==> config.mk <==
export PLATFORM = sky130hd
export DESIGN_NAME = instr_encoder
export DESIGN_NICKNAME = d
export VERILOG_FILES = /design/src/rtl/instr_encoder_pkg.sv /design/src/rtl/instr_encoder_fifo.sv /design/src/rtl/instr_encoder.sv
export SDC_FILE = /design/constraint.sdc
export NUM_CORES = 1
export LEC_CHECK = 0
export CAP_MARGIN = 40
export CORE_ASPECT_RATIO = 1.75
export CORE_UTILIZATION = 60
export CTS_CLUSTER_SIZE = 16
export DETAILED_ROUTE_END_ITERATION = 8
export DONT_BUFFER_PORTS = 1
export PLACE_DENSITY = 0.73
export SLEW_MARGIN = 25
export SYNTH_ARGS = -nofsm -noshare
export SYNTH_HDL_FRONTEND = slang
export SYNTH_SLANG_ARGS = --single-unit
==> constraint.sdc <==
create_clock -name clk -period 7.26 [get_ports clk]
set_clock_uncertainty 0.15 [all_clocks]
set_input_delay 1.452 -clock clk [delete_from_list [all_inputs] [get_ports clk]]
set_output_delay 1.452 -clock clk [all_outputs]
set_load 0.01 [all_outputs]
==> src/rtl/instr_encoder_pkg.sv <==
// Shared instruction-word types for the encoder/loader and the decode stage.
// Every field view of instr_t uses the same bit layout: op, dst, src1, src2, 15-bit tail.
package common;

  typedef logic [31:0] word_t;
  typedef logic [3:0]  regid_t;

  typedef enum logic [4:0] {
    OP_ADD      = 5'd0,
    OP_SUB      = 5'd1,
    OP_MUL      = 5'd2,
    OP_MOV      = 5'd3,
    OP_LDB      = 5'd4,
    OP_LDW      = 5'd5,
    OP_STB      = 5'd6,
    OP_STW      = 5'd7,
    OP_BEQ      = 5'd8,
    OP_JUMP     = 5'd9,
    OP_TLBWRITE = 5'd10,
    OP_IRET     = 5'd11
  } opcode_t;

  typedef enum logic [1:0] {
    TLB_OFF  = 2'd0,
    TLB_ITLB = 2'd1,
    TLB_DTLB = 2'd2
  } tlbwrite_t;

  localparam int IMM_W = 15;
  localparam logic [IMM_W-1:0] TLBSEL_ITLB = 15'd0;
  localparam logic [IMM_W-1:0] TLBSEL_DTLB = 15'd1;

  typedef struct packed {
    regid_t           dst;
    regid_t           src1;
    regid_t           src2;
    logic [IMM_W-1:0] pad;
  } r_fields_t;

  typedef struct packed {
    regid_t           dst;
    regid_t           src1;
    regid_t           src2;
    logic [IMM_W-1:0] immediate;
  } m_fields_t;

  typedef struct packed {
    regid_t           dst;
    regid_t           src1;
    regid_t           src2;
    logic [IMM_W-1:0] offset_lo;
  } b_fields_t;

  typedef union packed {
    r_fields_t r;
    m_fields_t m;
    b_fields_t b;
  } fields_t;

  typedef struct packed {
    opcode_t op;
    fields_t fields;
  } instr_t;

  typedef enum logic [1:0] {
    IDLE  = 2'd0,
    LOAD  = 2'd1,
    DRAIN = 2'd2
  } loader_state_t;

  function automatic logic is_imm_op(opcode_t op);
    case (op)
      OP_LDB, OP_LDW, OP_STB, OP_STW, OP_BEQ, OP_JUMP: is_imm_op = 1'b1;
      default:                                         is_imm_op = 1'b0;
    endcase
  endfunction

endpackage

==> src/rtl/instr_encoder_fifo.sv <==
// Small FIFO of encoded instruction words; clear empties it synchronously.
module instr_fifo
  import common::*;
#(
  parameter int DEPTH = 4
) (
  input  logic   clk,
  input  logic   rst_n,
  input  logic   clear,
  input  logic   push,
  input  logic   pop,
  input  instr_t wdata,
  output instr_t rdata,
  output logic   full,
  output logic   empty
);

  localparam int PTR_W = $clog2(DEPTH);
  localparam logic [PTR_W:0] PTR_ONE = 1;

  instr_t           mem [DEPTH];
  logic [PTR_W:0]   wr_ptr;
  logic [PTR_W:0]   rd_ptr;

  // Extra pointer bit distinguishes full from empty when the indices match.
  assign empty = (wr_ptr == rd_ptr);
  assign full  = (wr_ptr[PTR_W] != rd_ptr[PTR_W]) &&
                 (wr_ptr[PTR_W-1:0] == rd_ptr[PTR_W-1:0]);
  assign rdata = mem[rd_ptr[PTR_W-1:0]];

  always_ff @(posedge clk or negedge rst_n) begin
    if (!rst_n) begin
      wr_ptr <= '0;
      rd_ptr <= '0;
    end else if (clear) begin
      wr_ptr <= '0;
      rd_ptr <= '0;
    end else begin
      if (push && !full) wr_ptr <= wr_ptr + PTR_ONE;
      if (pop && !empty) rd_ptr <= rd_ptr + PTR_ONE;
    end
  end

  always_ff @(posedge clk) begin
    if (push && !full && !clear) mem[wr_ptr[PTR_W-1:0]] <= wdata;
  end

endmodule

==> src/rtl/instr_encoder.sv <==
// Packs field-level requests into instr_t words and writes them to memory
// sequentially from a programmable base address.
module instr_encoder
  import common::*;
#(
  parameter int DEPTH     = 4,
  parameter int ADDR_W    = 32,
  parameter int ADDR_STEP = 4
) (
  input  logic              clk,
  input  logic              rst_n,
  input  logic              start,
  input  logic [ADDR_W-1:0] base_addr,
  input  logic              finish,
  input  logic              req_valid,
  output logic              req_ready,
  input  opcode_t           req_op,
  input  regid_t            req_dst,
  input  regid_t            req_r1,
  input  regid_t            req_r2,
  input  word_t             req_imm,
  input  tlbwrite_t         req_tlb,
  output logic              mem_valid,
  input  logic              mem_ready,
  output logic [ADDR_W-1:0] mem_addr,
  output instr_t            mem_wdata,
  output logic              err,
  output logic              busy,
  output logic              done,
  output logic [15:0]       count
);

  localparam logic [ADDR_W-1:0] STEP = ADDR_W'(ADDR_STEP);

  loader_state_t     state;
  logic [ADDR_W-1:0] addr;
  logic [15:0]       cnt;
  instr_t            enc;
  instr_t            head;
  logic              bad_op;
  logic              reject;
  logic              accept;
  logic              push;
  logic              pop;
  logic              clear;
  logic              full;
  logic              empty;

  always_comb begin
    enc    = '0;
    enc.op = req_op;
    bad_op = 1'b0;
    case (req_op)
      OP_ADD, OP_SUB, OP_MUL, OP_MOV: begin
        enc.fields.r.dst  = req_dst;
        enc.fields.r.src1 = req_r1;
        enc.fields.r.src2 = req_r2;
      end
      OP_LDB, OP_LDW: begin
        enc.fields.m.dst       = req_dst;
        enc.fields.m.src1      = req_r1;
        enc.fields.m.immediate = req_imm[IMM_W-1:0];
      end
      OP_STB, OP_STW, OP_BEQ: begin
        enc.fields.m.src1      = req_r1;
        enc.fields.m.src2      = req_r2;
        enc.fields.m.immediate = req_imm[IMM_W-1:0];
      end
      OP_JUMP: begin
        enc.fields.m.src1      = req_r1;
        enc.fields.m.immediate = req_imm[IMM_W-1:0];
      end
      OP_TLBWRITE: begin
        enc.fields.b.src1      = req_r1;
        enc.fields.b.src2      = req_r2;
        enc.fields.b.offset_lo = (req_tlb == TLB_DTLB) ? TLBSEL_DTLB : TLBSEL_ITLB;
      end
      OP_IRET: ;
      default: bad_op = 1'b1;
    endcase
  end

  // Rejected requests still complete the handshake; they are just not enqueued.
  assign reject = bad_op ||
                  (is_imm_op(req_op) && (|req_imm[31:IMM_W])) ||
                  ((req_op == OP_TLBWRITE) && (req_tlb == TLB_OFF));

  assign req_ready = (state == LOAD) && !full;
  assign accept    = req_valid && req_ready;
  assign push      = accept && !reject;
  assign pop       = !empty && mem_ready;
  assign clear     = (state == IDLE) && start;

  instr_fifo #(.DEPTH(DEPTH)) u_fifo (
    .clk   (clk),
    .rst_n (rst_n),
    .clear (clear),
    .push  (push),
    .pop   (pop),
    .wdata (enc),
    .rdata (head),
    .full  (full),
    .empty (empty)
  );

  assign mem_valid = !empty;
  assign mem_wdata = empty ? '0 : head;
  assign mem_addr  = addr;
  assign busy      = (state != IDLE);
  assign done      = (state == DRAIN) && empty;
  assign count     = cnt;

  always_ff @(posedge clk or negedge rst_n) begin
    if (!rst_n) begin
      state <= IDLE;
      addr  <= '0;
      cnt   <= '0;
      err   <= 1'b0;
    end else begin
      err <= accept && reject;
      if (pop) begin
        addr <= addr + STEP;
        if (cnt != 16'hFFFF) cnt <= cnt + 16'd1;
      end
      case (state)
        IDLE: if (start) begin
          state <= LOAD;
          addr  <= base_addr;
          cnt   <= '0;
        end
        LOAD:    if (finish) state <= DRAIN;
        DRAIN:   if (empty) state <= IDLE;
        default: state <= IDLE;
      endcase
    end
  end

endmodule
# Word level (Yosys, flattened, before mapping)
# Memories as Yosys holds them, arrays and structs flattened.
# Index checks and enable logic that the tools add are counted.
# totals
register_bits	57
mem_bits_rw	128
wordCells	89
mem_count	1
# classes
n_addsub	4
n_eq_ne	21
n_mux	25
reduce_logical	32
# memory_table
name	words	word_bits	read_ports	rd_ports_with_merged_regs	wr	line	text
u_fifo.mem	4	32	1	0	1	instr_encoder_fifo.sv:21	instr_t mem [DEPTH];
# op_table
op	count
two-way mux 32 bit	4
two-way mux 16 bit	4
adder 32 x 3 -> 32 bit, second input constant	1
case mux 15 bit (2 select lines)	1
equality test 5 x 3 -> 1 bit, second input constant	4
equality test 5 x 4 -> 1 bit, second input constant	4
OR reduction 17 bit	1
adder 16 x 1 -> 16 bit, second input constant	1
inequality test 16 bit, second input constant	1
logical AND 1 bit	13
two-way mux 3 bit	4
two-way mux 4 bit	3
OR reduction 12 bit	1
OR reduction 6 bit	2
OR reduction 11 bit	1
equality test 5 x 2 -> 1 bit, second input constant	2
OR reduction 8 bit	1
adder 3 x 1 -> 3 bit, second input constant	2
two-way mux 2 bit	3
inequality test 2 bit, second input constant	3
case mux 2 bit (3 select lines)	1
nonzero test 2 bit	3
equality test 5 x 1 -> 1 bit, second input constant	1
logical NOT 5 bit	1
other kinds (10)	20

# Longest topological paths before layout
# depth
word_depth	12
mapped_depth	7

# Hierarchy
# Synthesis repeated with hierarchy kept, for this count alone.
# hier_totals
hier_cells	618
hier_area_um2	8585.7
# by_module_without_submodules
module	instances	cells_each	area_per_inst_um2
instr_fifo	1	231	5185.0
instr_encoder	1	387	3400.8

# Least setup slack after synthesis
# OpenSTA, ideal clock, no wires.
# synth_timing
kind	input port to flip-flop
startpoint	in req_imm[23]
endpoint	mem u_fifo.mem[3][0] (netlist bit), enable pin
setup_time_ns	0.428
arrival_ns	3.724
t_required_ns	6.682
path_slack_ns	2.958
cell_stages	4
path_buffers	0
path_cell_list	nor4_1 nand4_1 o41ai_1 nor2b_1
# synth_between
elab_chain_cells	10
# synth_lines
element	line	text
start, declared	instr_encoder.sv:21	input word_t req_imm,
OR reduction 17 bit	instr_encoder.sv:85	(is_imm_op(req_op) && (|req_imm[31:IMM_W])) ||
logical AND 1 bit	instr_encoder.sv:85	
logical OR 1 bit	instr_encoder.sv:84	assign reject = bad_op ||
logical OR 1 bit	instr_encoder.sv:85	
logical NOT 1 bit	instr_encoder.sv:90	assign push = accept && !reject;
logical AND 1 bit	instr_encoder.sv:90	
logical AND 1 bit (2 in a row)	instr_encoder_fifo.sv:45	if (push && !full && !clear) mem[wr_ptr[PTR_W-1:0]] <= wdata;
two-way mux 1 bit	instr_encoder_fifo.sv:45	
two-way mux 1 bit (not written as such)	instr_encoder_fifo.sv:45	
end, declared	instr_encoder_fifo.sv:21	
# Every way passes these cells.

==> results.yml <==
status:
  outcome: "finished clean"
clock_network:
  clock_path_buffers: 2
  htree_num_levels: 4
  hold_buffers: 0
  tritoncts: "built"
  cts_buffers: 17
  post_cts_resized: 0
  root_buffer: "clkbuf_16"
  clock_sinks: 185
  post-cts-setup-buffers: 0
  clk_latency_ps: 430
  clkSlewWorstSetupHoldPaths_ps: 70
critical_path:
  path_cells: "buf_4 > xor2_2 > nor3_1 > inv_1 > buf_8 > and2_1"
  critPathSlowestCell: "buf_4"
  reg2reg_to: "u_fifo.mem[0][22]$_DFFE_PP_"
  r2r_start: "u_fifo.rd_ptr[0]$_DFFE_PN0P_"
  cp.required_ps: 5660
  slowest_delay_ps: 540
  end_kind: "output pin"
  worstPathMaxFanout: 36
  r2r_cells: 6
  startpoint_type: "register"
  cp_data_arrival_time_ps: 2680
  setup.worst_path.class: "reg2out"
  rrSetupSlack_ps: 4070
sta:
  maxSlewHeadroom: 0.433
  tightest_slew_ps: 847
  hold_violations: 0
  tns_ps: 0
  period_needed_ps: 4280
  fmax_mhz: 234
  slew_viol_final: 0
  rsz0062_at_grt: "no"
  timing.final.crit_share: 0.589
  finalSetupViolCount: 0
finish:
  layout-drive-gt1-share: 0.160
  stdcell_area_mm2: 0.00925
  n_antenna_cell: 0
  fin_nets: 702
  area_delta_synth_final_pct: 10.7
synthesis:
  synth-simple-area-share: 0.155
  synth_top_area_cell: "edfxtp_1"
  synthXorXnorAreaFrac: 0.0467
  synth_compound_area_frac: 0.0494
  ys_seq_area_frac: 0.631
  ys_top_cells_by_area: "edfxtp_1 (46%), dfrtp_1 (17%), mux4_2 (8.6%)"
  synthesis.area_mm2: 0.00835
  synth_cells: 603
  synth_edf_count: 128
  ys_types: 52
  avgSynthCellArea_um2: 13.9
  syn_nets: 699
  synth_seq_cells: 185
  synth_warnings: 0
  async_flop_share: 0.308
  netlist_top_cells_count: "edfxtp_1 (128), and2_1 (65), dfrtp_1 (57), nand2_1 (55), mux4_2 (32)"
  yosysMostFrequentCell: "edfxtp_1"
  synthAdderAreaFrac: 0.0105
  synth_flop_cell: "edfxtp_1"
  yosysTopAreaCellShare: 0.460
  muxShareOfSynthArea: 0.0912
  synth_top_family_by_area: "simple AND/OR/NAND/NOR gates"
routing:
  wl_um: 16700
  ant_nets: 0
  vias_per_cell: 6.30
  initialDrtViolationCount: 270
  route.detailed.drc: 0
  dr.pass1.iters: 4
  post_drt_wl_per_cell_um: 21.1
  num_vias: 4992
floorplanning:
  dieWidth_um: 91.2
  start_util: 0.618
  coreArea_mm2: 0.0135
  fp.dieH_um: 158
  io_pins: 174
  die_area_mm2: 0.0144
  rows: 56
power_and_ir_drop:
  p_seq_frac: 0.442
  pwr-share-comb: 0.285
  p_clk_frac: 0.273
  p_int_mw: 2.11
  p_leak_nw: 3.20
  p_per_area_mw_per_mm2: 358
  irDropWorstVdd_v: 0.000213
  p_sw_mw: 1.20
  switching_share: 0.361
worst_hold_path:
  min_path_type: "reg2reg"
  hold_end: "state[0]$_DFFE_PN0P_"
  hold_path.startpoint: "state[1]$_DFFE_PN0P_"
  min_path_cells: 1
global_route:
  grt_pass1_wl_um: 26100
  grt_max_degree: 70
  grt_pass1_vias: 5000
  grt_usage: 0.241
  grt-ovfl-total: 0
  antenna_found_initial: 0
place:
  hpwlAfterDp_um: 11500
  routabilityCongestion: 0.828
  place_area_mm2: 0.00857
  portBuffers: 0
run:
  drv_cap: 0
-- through the flow --
stage / instances / setup WS [ps] / utilization / power [mW] / hold slack (ps)
2_1_floorplan: 603 / 2960 / - / 2.19 / 308
3_3_place_gp: 755 / 3040 / 0.629 / 2.37 / 326
3_5_place_dp: 758 / 2850 / 0.634 / 2.44 / 343
4_1_cts: 790 / 2910 / 0.679 / 3.34 / 353
5_1_grt: 793 / 2700 / 0.684 / 3.49 / 373
6_report: 793 / 2980 / 0.684 / 3.31 / 351
-- cell usage in the layout (no fill, tap or decap), types with 3 or more instances in the layout --
cell type | Yosys | layout
edfxtp_1 | 128 | 128
and2_1 | 65 | 61
nand2_1 | 55 | 55
dfrtp_1 | 57 | 55
mux4_2 | 32 | 32
nor2_1 | 29 | 29
o21ai_0 | 28 | 28
xnor2_1 | 20 | 20
xor2_1 | 19 | 19
clkbuf_16 | 0 | 17
nand3_1 | 16 | 16
nand4_1 | 14 | 14
nor4_1 | 12 | 12
nor3_1 | 9 | 9
inv_1 | 9 | 9
a21oi_1 | 9 | 8
and3_1 | 8 | 8
a31oi_1 | 8 | 8
ha_1 | 7 | 7
nand2b_1 | 5 | 5
clkinv_8 | 0 | 5
and2_2 | 0 | 4
xor2_2 | 3 | 3
or3_4 | 3 | 3
and4_1 | 3 | 3
mux2i_1 | 3 | 3
inv_6 | 0 | 3
buf_12 | 0 | 3
buf_4 | 1 | 3
-- kinds of logic after synthesis --
family | count (synthesis)
buf+inv | 34
simple gates | 236
mux | 36
fa+ha+maj | 7
xor+xnor | 42
flops | 185
compound gates | 63
-- sequential cells by signal (all words and copies together) (netlist names) --
signal / flops
u_fifo.mem: 128
state: 2
u_fifo.wr_ptr: 3
u_fifo.rd_ptr: 3
mem_addr: 32
count: 16
err: 1
-- routing by layer --
metal,up-vias,GRT usage,part of all wire
li1,2256,-,-
met1,2497,0.266,0.36
met2,222,0.450,0.55
met3,17,0.0620,0.068
met4,0,0.0809,0.015
met5,-,0,0
-- power groups by stage --
stage,Sequential (mW),Clock [mW],Combinational [mW]
2_1_floorplan,1.44,0,0.758
3_3_place_gp,1.49,0,0.876
3_5_place_dp,1.49,0,0.951
4_1_cts,1.46,0.917,0.956
5_1_grt,1.48,0.957,1.05
6_report,1.46,0.903,0.944
-- layout make-up --
| cell class | count | area [um2] |
|---|---|---|
| repair buffers | 9 | 153 |
| fillers | 945 | 4280 |
| flip-flops and latches | 185 | 5270 |
| multi-input cells | 384 | 2970 |
| well taps | 174 | 218 |
| clock buffers | 17 | 425 |
| clock inverters | 15 | 176 |
| inverters | 9 | 33.8 |
-- critical path, delay by kind of cell (launching register included) --
kind | cells | cell delay, ps
flip-flops | 1 | 340
XOR/XNOR | 1 | 340
AND/OR/NAND/NOR | 2 | 330
buffers and inverters | 3 | 1200
-- worst max path at each step --
stage,from,end,slack (ps),depth (start not counted)
final,u_fifo.rd_ptr[0]$_DFFE_PN0P_,mem_wdata[14],2980,6
after global routing,u_fifo.rd_ptr[0]$_DFFE_PN0P_,mem_wdata[19],2700,6
after CTS,u_fifo.rd_ptr[0]$_DFFE_PN0P_,mem_wdata[14],2910,6
after detailed placement,req_op[1],u_fifo.mem[1][17]$_DFFE_PP_,2850,5
after global placement,req_op[1],u_fifo.mem[0][15]$_DFFE_PP_,3040,5
after floorplan,req_imm[23],u_fifo.mem[3][0]$_DFFE_PP_,2960,4
No activity file was read; power rests on OpenSTA's default activity.
